<file path="config.mk">
export PLATFORM = sky130hd
export DESIGN_NAME = render_frame_sched
export DESIGN_NICKNAME = d
export VERILOG_FILES = /design/src/rtl/render_pkg.sv /design/src/rtl/render_watchdog.sv /design/src/rtl/render_frame_sched.sv
export SDC_FILE = /design/constraint.sdc
export NUM_CORES = 2
export LEC_CHECK = 0
export ABC_CLOCK_PERIOD_IN_PS = 2890
export BUFFER_PORTS_ARGS = -buffer_cell sky130_fd_sc_hd__buf_2
export CORE_AREA = 8 8 553 555
export CTS_CLUSTER_DIAMETER = 80
export DETAILED_ROUTE_END_ITERATION = 10
export DIE_AREA = 0 0 561 563
export MAX_ROUTING_LAYER = met4
export PLACE_DENSITY = 0.44
export SKIP_LAST_GASP = 1
export SLEW_MARGIN = 25
export SYNTH_ARGS = -nofsm -noshare
export SYNTH_HDL_FRONTEND = slang
export SYNTH_SLANG_ARGS = --single-unit
</file>
<file path="constraint.sdc">
create_clock -name aclk -period 2.89 [get_ports aclk]
set_clock_uncertainty 0.1 [all_clocks]
set_input_delay 0.289 -clock aclk [delete_from_list [all_inputs] [get_ports aclk]]
set_output_delay 0.289 -clock aclk [all_outputs]
set_load 0.05 [all_outputs]
</file>
<file path="src/rtl/render_pkg.sv">
// Shared types and raster constants for the frame scheduler and the top-level raster window.
package render_pkg;

    typedef enum logic [1:0] {
        ST_IDLE      = 2'd0,
        ST_ARM       = 2'd1,
        ST_RENDER    = 2'd2,
        ST_DONE_WAIT = 2'd3
    } sched_state_t;

    localparam int DEF_SIZE     = 32;
    localparam int DEF_NUM_PINS = 10;
    localparam int DEF_TIMEOUT  = 2**20;

    // Raster window; END values are exclusive bounds.
    localparam int RASTER_START_X = 0;
    localparam int RASTER_START_Y = 0;
    localparam int RASTER_END_X   = 634;
    localparam int RASTER_END_Y   = 765;

endpackage

</file>
<file path="src/rtl/render_watchdog.sv">
// Loadable cycle counter with clear and enable; pulses expire_o while enabled at TIMEOUT-1.
module render_watchdog #(
    parameter int TIMEOUT = 2**20,
    localparam int CW     = $clog2(TIMEOUT)
) (
    input  logic          aclk,
    input  logic          aresetn,
    input  logic          clear_i,
    input  logic          load_i,
    input  logic [CW-1:0] load_val_i,
    input  logic          en_i,
    output logic          expire_o
);

    localparam logic [CW-1:0] LAST = CW'(TIMEOUT - 1);

    logic [CW-1:0] cnt_q, cnt_d;

    always_comb begin
        cnt_d = cnt_q;
        if (clear_i) begin
            cnt_d = '0;
        end else if (load_i) begin
            cnt_d = load_val_i;
        end else if (en_i && (cnt_q != LAST)) begin
            // Holds at LAST instead of wrapping.
            cnt_d = cnt_q + 1'b1;
        end
    end

    // NOTE: state registers use non-blocking assignments so every flop samples pre-edge values.
    always_ff @(posedge aclk) begin
        if (!aresetn) begin
            cnt_q <= '0;
        end else begin
            cnt_q <= cnt_d;
        end
    end

    assign expire_o = en_i && (cnt_q == LAST);

endmodule

</file>
<file path="src/rtl/render_frame_sched.sv">
// Frame scheduler: scene shadow/snapshot, render start, last-pixel detect, watchdog and bank swap.
// Ping-pong banking is enabled by defining RENDER_SCHED_DOUBLE_BUFFER_EN.
module render_frame_sched
    import render_pkg::*;
#(
    parameter int SIZE     = DEF_SIZE,
    parameter int NUM_PINS = DEF_NUM_PINS,
    parameter int END_X    = RASTER_END_X,
    parameter int END_Y    = RASTER_END_Y,
    parameter int TIMEOUT  = DEF_TIMEOUT
) (
    input  logic                     aclk,
    input  logic                     aresetn,
    input  logic                     new_frame_in,
    input  logic                     scene_valid_in,
    input  logic [SIZE-1:0]          ball_x_in,
    input  logic [SIZE-1:0]          ball_y_in,
    input  logic [NUM_PINS*SIZE-1:0] pin_x_in,
    input  logic [NUM_PINS*SIZE-1:0] pin_y_in,
    input  logic                     px_valid_in,
    input  logic [10:0]              px_hcount_in,
    input  logic [9:0]               px_vcount_in,
    output logic                     gen_start_out,
    output logic [SIZE-1:0]          ball_x_out,
    output logic [SIZE-1:0]          ball_y_out,
    output logic [NUM_PINS*SIZE-1:0] pin_x_out,
    output logic [NUM_PINS*SIZE-1:0] pin_y_out,
    output logic                     wr_bank_out,
    output logic                     rd_bank_out,
    output logic                     busy_out,
    output logic                     timeout_out,
    output logic [7:0]               frames_dropped_out
);

    localparam int PW = NUM_PINS * SIZE;
    localparam int CW = $clog2(TIMEOUT);

    sched_state_t state_q, state_d;
    logic         gen_start_q, gen_start_d;
    logic         timeout_q, timeout_d;
    logic [7:0]   drops_q, drops_d;

    logic [SIZE-1:0] sh_ball_x_q, sh_ball_x_d, sh_ball_y_q, sh_ball_y_d;
    logic [PW-1:0]   sh_pin_x_q, sh_pin_x_d, sh_pin_y_q, sh_pin_y_d;
    logic [SIZE-1:0] sn_ball_x_q, sn_ball_x_d, sn_ball_y_q, sn_ball_y_d;
    logic [PW-1:0]   sn_pin_x_q, sn_pin_x_d, sn_pin_y_q, sn_pin_y_d;

    logic last_px;
    logic wd_expire;

    assign last_px = px_valid_in
                  && (px_hcount_in == 11'(END_X - 1))
                  && (px_vcount_in == 10'(END_Y - 1));

    render_watchdog #(
        .TIMEOUT (TIMEOUT)
    ) u_watchdog (
        .aclk       (aclk),
        .aresetn    (aresetn),
        .clear_i    (state_q == ST_ARM),
        .load_i     (1'b0),
        .load_val_i ({CW{1'b0}}),
        .en_i       (state_q == ST_RENDER),
        .expire_o   (wd_expire)
    );

    // NOTE: every always_comb output gets a default first, so no path can infer a latch.
    always_comb begin
        state_d     = state_q;
        gen_start_d = 1'b0;
        timeout_d   = timeout_q;
        drops_d     = drops_q;

        sh_ball_x_d = scene_valid_in ? ball_x_in : sh_ball_x_q;
        sh_ball_y_d = scene_valid_in ? ball_y_in : sh_ball_y_q;
        sh_pin_x_d  = scene_valid_in ? pin_x_in  : sh_pin_x_q;
        sh_pin_y_d  = scene_valid_in ? pin_y_in  : sh_pin_y_q;

        sn_ball_x_d = sn_ball_x_q;
        sn_ball_y_d = sn_ball_y_q;
        sn_pin_x_d  = sn_pin_x_q;
        sn_pin_y_d  = sn_pin_y_q;

        case (state_q)
            ST_IDLE: begin
                if (new_frame_in) state_d = ST_ARM;
            end
            ST_ARM: begin
                // Copying from the shadow's next value gives the same-cycle bypass.
                sn_ball_x_d = sh_ball_x_d;
                sn_ball_y_d = sh_ball_y_d;
                sn_pin_x_d  = sh_pin_x_d;
                sn_pin_y_d  = sh_pin_y_d;
                gen_start_d = 1'b1;
                state_d     = ST_RENDER;
            end
            ST_RENDER: begin
                if (new_frame_in && (drops_q != 8'hFF)) drops_d = drops_q + 8'd1;
                if (last_px) begin
                    state_d = ST_DONE_WAIT;
                end else if (wd_expire) begin
                    timeout_d = 1'b1;
                    state_d   = ST_IDLE;
                end
            end
            ST_DONE_WAIT: begin
                if (new_frame_in) state_d = ST_ARM;
            end
            default: state_d = ST_IDLE;
        endcase
    end

    // NOTE: the scene shadow is plain flops, not a RAM, so it is cleared by reset like any state.
    always_ff @(posedge aclk) begin
        if (!aresetn) begin
            state_q     <= ST_IDLE;
            gen_start_q <= 1'b0;
            timeout_q   <= 1'b0;
            drops_q     <= 8'd0;
            sh_ball_x_q <= '0;
            sh_ball_y_q <= '0;
            sh_pin_x_q  <= '0;
            sh_pin_y_q  <= '0;
            sn_ball_x_q <= '0;
            sn_ball_y_q <= '0;
            sn_pin_x_q  <= '0;
            sn_pin_y_q  <= '0;
        end else begin
            state_q     <= state_d;
            gen_start_q <= gen_start_d;
            timeout_q   <= timeout_d;
            drops_q     <= drops_d;
            sh_ball_x_q <= sh_ball_x_d;
            sh_ball_y_q <= sh_ball_y_d;
            sh_pin_x_q  <= sh_pin_x_d;
            sh_pin_y_q  <= sh_pin_y_d;
            sn_ball_x_q <= sn_ball_x_d;
            sn_ball_y_q <= sn_ball_y_d;
            sn_pin_x_q  <= sn_pin_x_d;
            sn_pin_y_q  <= sn_pin_y_d;
        end
    end

`ifdef RENDER_SCHED_DOUBLE_BUFFER_EN
    // The swap is armed when leaving DONE_WAIT and lands with gen_start on the ARM exit edge.
    logic swap_pend_q, swap_pend_d;
    logic wr_bank_q, wr_bank_d;

    always_comb begin
        swap_pend_d = swap_pend_q;
        wr_bank_d   = wr_bank_q;
        if ((state_q == ST_DONE_WAIT) && new_frame_in) begin
            swap_pend_d = 1'b1;
        end else if (state_q == ST_ARM) begin
            swap_pend_d = 1'b0;
            if (swap_pend_q) wr_bank_d = ~wr_bank_q;
        end
    end

    always_ff @(posedge aclk) begin
        if (!aresetn) begin
            swap_pend_q <= 1'b0;
            wr_bank_q   <= 1'b0;
        end else begin
            swap_pend_q <= swap_pend_d;
            wr_bank_q   <= wr_bank_d;
        end
    end

    assign wr_bank_out = wr_bank_q;
    assign rd_bank_out = ~wr_bank_q;
`else
    assign wr_bank_out = 1'b0;
    assign rd_bank_out = 1'b0;
`endif

    assign gen_start_out      = gen_start_q;
    assign timeout_out        = timeout_q;
    assign frames_dropped_out = drops_q;
    assign busy_out           = (state_q == ST_ARM) || (state_q == ST_RENDER);
    assign ball_x_out         = sn_ball_x_q;
    assign ball_y_out         = sn_ball_y_q;
    assign pin_x_out          = sn_pin_x_q;
    assign pin_y_out          = sn_pin_y_q;

endmodule

</file>
==> impl.org <==
** Power and ir drop
- The internal power of the cells totals 0.0456 W.
- Proportion of total power due to net switching :: between 40% and 50%
- Switch Pwr :: about 0.034 W
- The share of total power dissipated in sequential elements is between 30% and 40%.
- Of the total power, combinational logic draws a little under two fifths.
- Per report_power, the clock group accounts for around 29% of the total.
- In this run the power density over the cells is between 1000 and 1500 nW/um^2.
- Leak :: 39.2 nW
- Max rail drop VDD :: between 0.0006 and 0.0007 V

** Global routing
- Entering global routing, the biggest net connects ~160 pins.
- The number of global-route vias before repair is around 44,000.
- The first global-routing pass estimated ~330,000 microns of wire.
- For this run, the total global-route usage over all layers was measured as ~15%.
- Overflow after GRT :: 0
- The number of antenna violations at the first check in global routing came to about 110.

** Critical path
- Critical setup path kind :: reg -> out
- Worst reg2reg path depth :: 7
- Cells traversed along the worst timing path :: inv_1 > ha_1 > inv_1 > buf_2
- The worst setup path is launched from a flop.
- Critical path peak fanout :: 4
- Endpoint of the worst register-to-register path :: state_q[0]
- Worst EP arrival :: between 2 and 2.5 ns
- Across all register-to-register paths, the minimum setup slack is 0.47 ns.
- CP Buf/Inv Count :: 3
- Worst reg2reg startpoint :: u_watchdog.cnt_q[0]
- The slowest stage of the critical path belongs to the cell sky130_fd_sc_hd__dfxtp_1.
- Required time at the endpoint of the critical path :: between 2 and 3 ns
- Critical Path Max Stage Delay :: approximately 0.4 ns
- Crit-path leading delay family :: buffers and inverters
- Counting stages on the worst path, the most repeated cell is sky130_fd_sc_hd__inv_1.
- The worst setup path is captured at a primary output.

** Die
- The die covers about 320,000 sq um.
- Row count :: ~200
- Effective utilization at floorplan :: 17.8%
- Vertical extent of the die :: between 500 and 600 microns
- Ports :: ~1,400
- Core outline area :: approximately 300,000 sq um
- Horizontal die dimension :: 561 microns

** Logic synthesis
- Number of synthesized flops with an enable pin :: 0
- The synthesized design devotes to its leading area cell type a little over half of total area.
- Of the synthesized area, sequential elements account for 54.5%.
- Per-instance average area after synthesis :: 11.0 sq um
- Largest cells by area after synthesis :: sky130_fd_sc_hd__dfxtp_1 55%, sky130_fd_sc_hd__mux2i_1 13%, sky130_fd_sc_hd__o211a_1 13%
- Netlist area before placement :: between 50,000 and 60,000 sq um
- Number of flip-flops and latches in the synthesized netlist :: between 1,000 and 1,500
- Synth cell types :: 50
- During synthesis, Yosys emitted a total of 0 warnings.
- After synthesis, the share of flip-flops with an asynchronous set or reset is 0%.
- In the synthesized netlist, the number of instances is around 4,800.
- sky130_fd_sc_hd__dfxtp_1 takes more of the synthesized area than any other cell.
- Most used DFF post-synth :: sky130_fd_sc_hd__dfxtp_1

** Detailed routing
- The first detailed-routing pass ran for 5 iterations.
- The first routing iteration left around 2,300 violations.
- Final ANT Viol Nets :: 0
- # DRC :: 0
- Dividing the detail-routed via count by the number of cells gives 3.92.
- Routed Wire Length :: about 240,000 microns
- The routed layout has between 40,000 and 50,000 vias.
- In the final routed layout, each cell accounts on average for roughly 21 microns.

** Clock network
- Number of buffers created by CTS :: 180
- CTS H-Tree Depth :: 4
- CTS Sinks :: 1,440
- CTS resizes :: 0
- CTS root buffer :: sky130_fd_sc_hd__clkbuf_16
- Clock latency on the worst-skew pair, taken at its later pin, is between 0.8 and 0.9 ns.
- Buffers added to address setup during post-CTS repair amount to 0.
- Counting along the longest clock path gives a buffer depth of 4.
- TritonCTS built the clock tree.
- Worst-path clk slew :: about 0.060 ns

** Finish
- The finished layout holds between 10,000 and 15,000 standard cells, fillers aside.
- Number of nets in the finished design :: 7,621
- Summed area of non-filler cells in the final layout :: between 70,000 and 80,000 sq um
- Relative to the synthesized area, the layout overhead comes to 47.6%.
- Of the cells placed in the final design, the portion with a size suffix greater than 1 is a little over a quarter.

** STA
- After routing, the total negative slack on setup checks comes to 0 ns.
- The number of max-slew violations in the final report came to 0.
- Final worst path period need :: roughly 2.4 ns
- Setup violations remaining at the end of the flow were counted as 0.
- Dividing the final minimum period by the clock period gives a little over four fifths.
- Final hold vios :: 0
- Slew Limit Headroom :: a little under three fifths
- Setup repair after global routing left no endpoint under its margin.
- Tightest Pin Transition :: between 0.6 and 0.7 ns
- For this run, the top clock speed supported by timing is ~410 MHz.

** Min path
- Worst hold path cell count :: 4
- Worst hold path startpoint :: ball_x_in[24]
- Hold/Removal Path Class :: in -> reg
- Worst hold endpoint :: sh_ball_x_q[24]

** Placement
- In this run the cell area measured after placement is roughly 65,000 sq um.
- Summed over all nets, the half-perimeter wirelength after detailed placement is 184,000 microns.
- Routability-driven placement congestion ratio :: roughly 0.85
- Port buffering added approximately 1,400 buffers.
- The number of placed instances, taps included, is roughly 10,000.

** Run
- Count of maximum capacitance violations :: 0

** Outcome
- The flow ran to the end, and the final reports show no timing, DRC or antenna violations.
==> worst max path at each step <==
| stage | slack (ns) | startpoint | end | cells after the start |
|---|---|---|---|---|
| after CTS | 0.30 | state_q[0] | busy_out | 4 |
| after global placement | 0.61 | scene_valid_in | pin_y_out[244] | 6 |
| after global routing | 0.28 | state_q[0] | busy_out | 4 |
| after detailed placement | 0.61 | scene_valid_in | pin_y_out[244] | 6 |
| after floorplan | 0.95 | frames_dropped_out[0] | frames_dropped_out[7] | 6 |
| final | 0.45 | state_q[0] | busy_out | 4 |
==> placed cells by master (no fill, tap or decap), drive strengths merged, types with 9 or more instances in the layout <==
cell type	netlist	layout
mux2i	706	706
clkinv	0	27
nor2b	708	708
inv	6	16
o211a	705	705
nand2	713	713
bufinv	0	16
nor2	18	18
diode	0	78
o21ai	9	9
buf	162	1580
dlygate4sd3	0	714
a21oi	9	9
nand3	13	13
dfxtp	1440	1440
clkbuf	242	265
==> tightest hold or removal path, cell delays in order <==
cell and delay, ns:
sky130_fd_sc_hd__dlygate4sd3_1 0.52, sky130_fd_sc_hd__buf_2 0.09, sky130_fd_sc_hd__mux2i_1 0.07, sky130_fd_sc_hd__nor2b_1 0.10
==> power by group through the flow <==
stage	Sequential (W)	Combinational [W]	Clock, W
3_5_place_dp	0.0269	0.0294	0
4_1_cts	0.0265	0.0304	0.0241
5_1_grt	0.0269	0.0316	0.0249
6_report	0.0265	0.0299	0.0232
2_1_floorplan	0.0382	0.00770	0
3_3_place_gp	0.0268	0.0294	0
==> final cells by class <==
| type | instances | area [sq um] |
|---|---|---|
| fillers | 31700 | 220000 |
| flip-flops and latches | 1440 | 28800 |
| multi-input cells | 2965 | 22200 |
| repair buffers | 2294 | 15800 |
| clock buffers | 265 | 5240 |
| well taps | 3958 | 4950 |
| clock inverters | 54 | 845 |
| diodes | 78 | 195 |
| inverters | 6 | 22.5 |
==> metrics by stage <==
stage | power, W | hold WS, ns | setup slack [ns] | utilization, %
finish | 0.0796 | 0.176 | 0.453 | 26.2
global route | 0.0834 | 0.117 | 0.285 | 26.2
CTS | 0.0810 | 0.0407 | 0.301 | 26.1
detailed placement | 0.0564 | 0.349 | 0.608 | 21.7
global placement | 0.0562 | 0.355 | 0.608 | 21.7
floorplan | 0.0459 | 0.359 | 0.948 | -
==> kinds of logic after synthesis <==
kind of cell | after synthesis | synth area share (%)
simple gates | 1497 | 14.3
flops | 1440 | 54.5
compound gates | 741 | 13.8
mux | 706 | 13.4
buf+inv | 410 | 3.58
xor+xnor | 15 | 0.248
fa+ha+maj | 4 | 0.0947
other cells | 1 | 0.00709
==> cells in the mapped netlist (3+ instances only) <==
library cell / number
sky130_fd_sc_hd__o21ai_1: 3
sky130_fd_sc_hd__o211a_1: 705
sky130_fd_sc_hd__inv_1: 6
sky130_fd_sc_hd__nor3_1: 3
sky130_fd_sc_hd__buf_4: 64
sky130_fd_sc_hd__buf_2: 80
sky130_fd_sc_hd__mux2i_1: 706
sky130_fd_sc_hd__nand2_1: 713
sky130_fd_sc_hd__and3_1: 5
sky130_fd_sc_hd__clkbuf_1: 242
sky130_fd_sc_hd__nand2b_1: 3
sky130_fd_sc_hd__buf_1: 16
sky130_fd_sc_hd__or3_1: 7
sky130_fd_sc_hd__nor4bb_1: 3
sky130_fd_sc_hd__o21ai_0: 5
sky130_fd_sc_hd__nand3_1: 11
sky130_fd_sc_hd__xor2_1: 8
sky130_fd_sc_hd__xnor2_1: 7
sky130_fd_sc_hd__ha_1: 4
sky130_fd_sc_hd__o2111ai_1: 3
sky130_fd_sc_hd__nor2_1: 18
sky130_fd_sc_hd__nor2b_1: 708
sky130_fd_sc_hd__dfxtp_1: 1440
sky130_fd_sc_hd__nand4_1: 6
sky130_fd_sc_hd__a21oi_1: 9
sky130_fd_sc_hd__and2_1: 6
==> sequential cells by signal, summed over array words and instances (netlist names) <==
name	flops
ball_x_out	32
u_watchdog.cnt_q	20
pin_x_out	320
sh_ball_x_q	32
pin_y_out	320
gen_start_out	1
sh_pin_y_q	320
sh_ball_y_q	32
timeout_out	1
state_q	2
sh_pin_x_q	320
frames_dropped_out	8
ball_y_out	32
==> metal layers <==
layer  up-vias  share of wire (%)  GRT usage [%]  wire length [microns]
li1      20900                  -              -                      -
met1     20700                 41           16.6                  97100
met2      1390                 46           23.3                 108000
met3       361                9.2           5.60                  21700
met4         0                4.1           5.26                   9740
met5         -                  0              -                      0
==> what timing repair did <==
item | CTS | global route
hold buffers | 714 | 0
setup endpoints to repair | 0 | 0
hold endpoints to repair | 1414 | 0
Power figures use the tool's default switching activity.
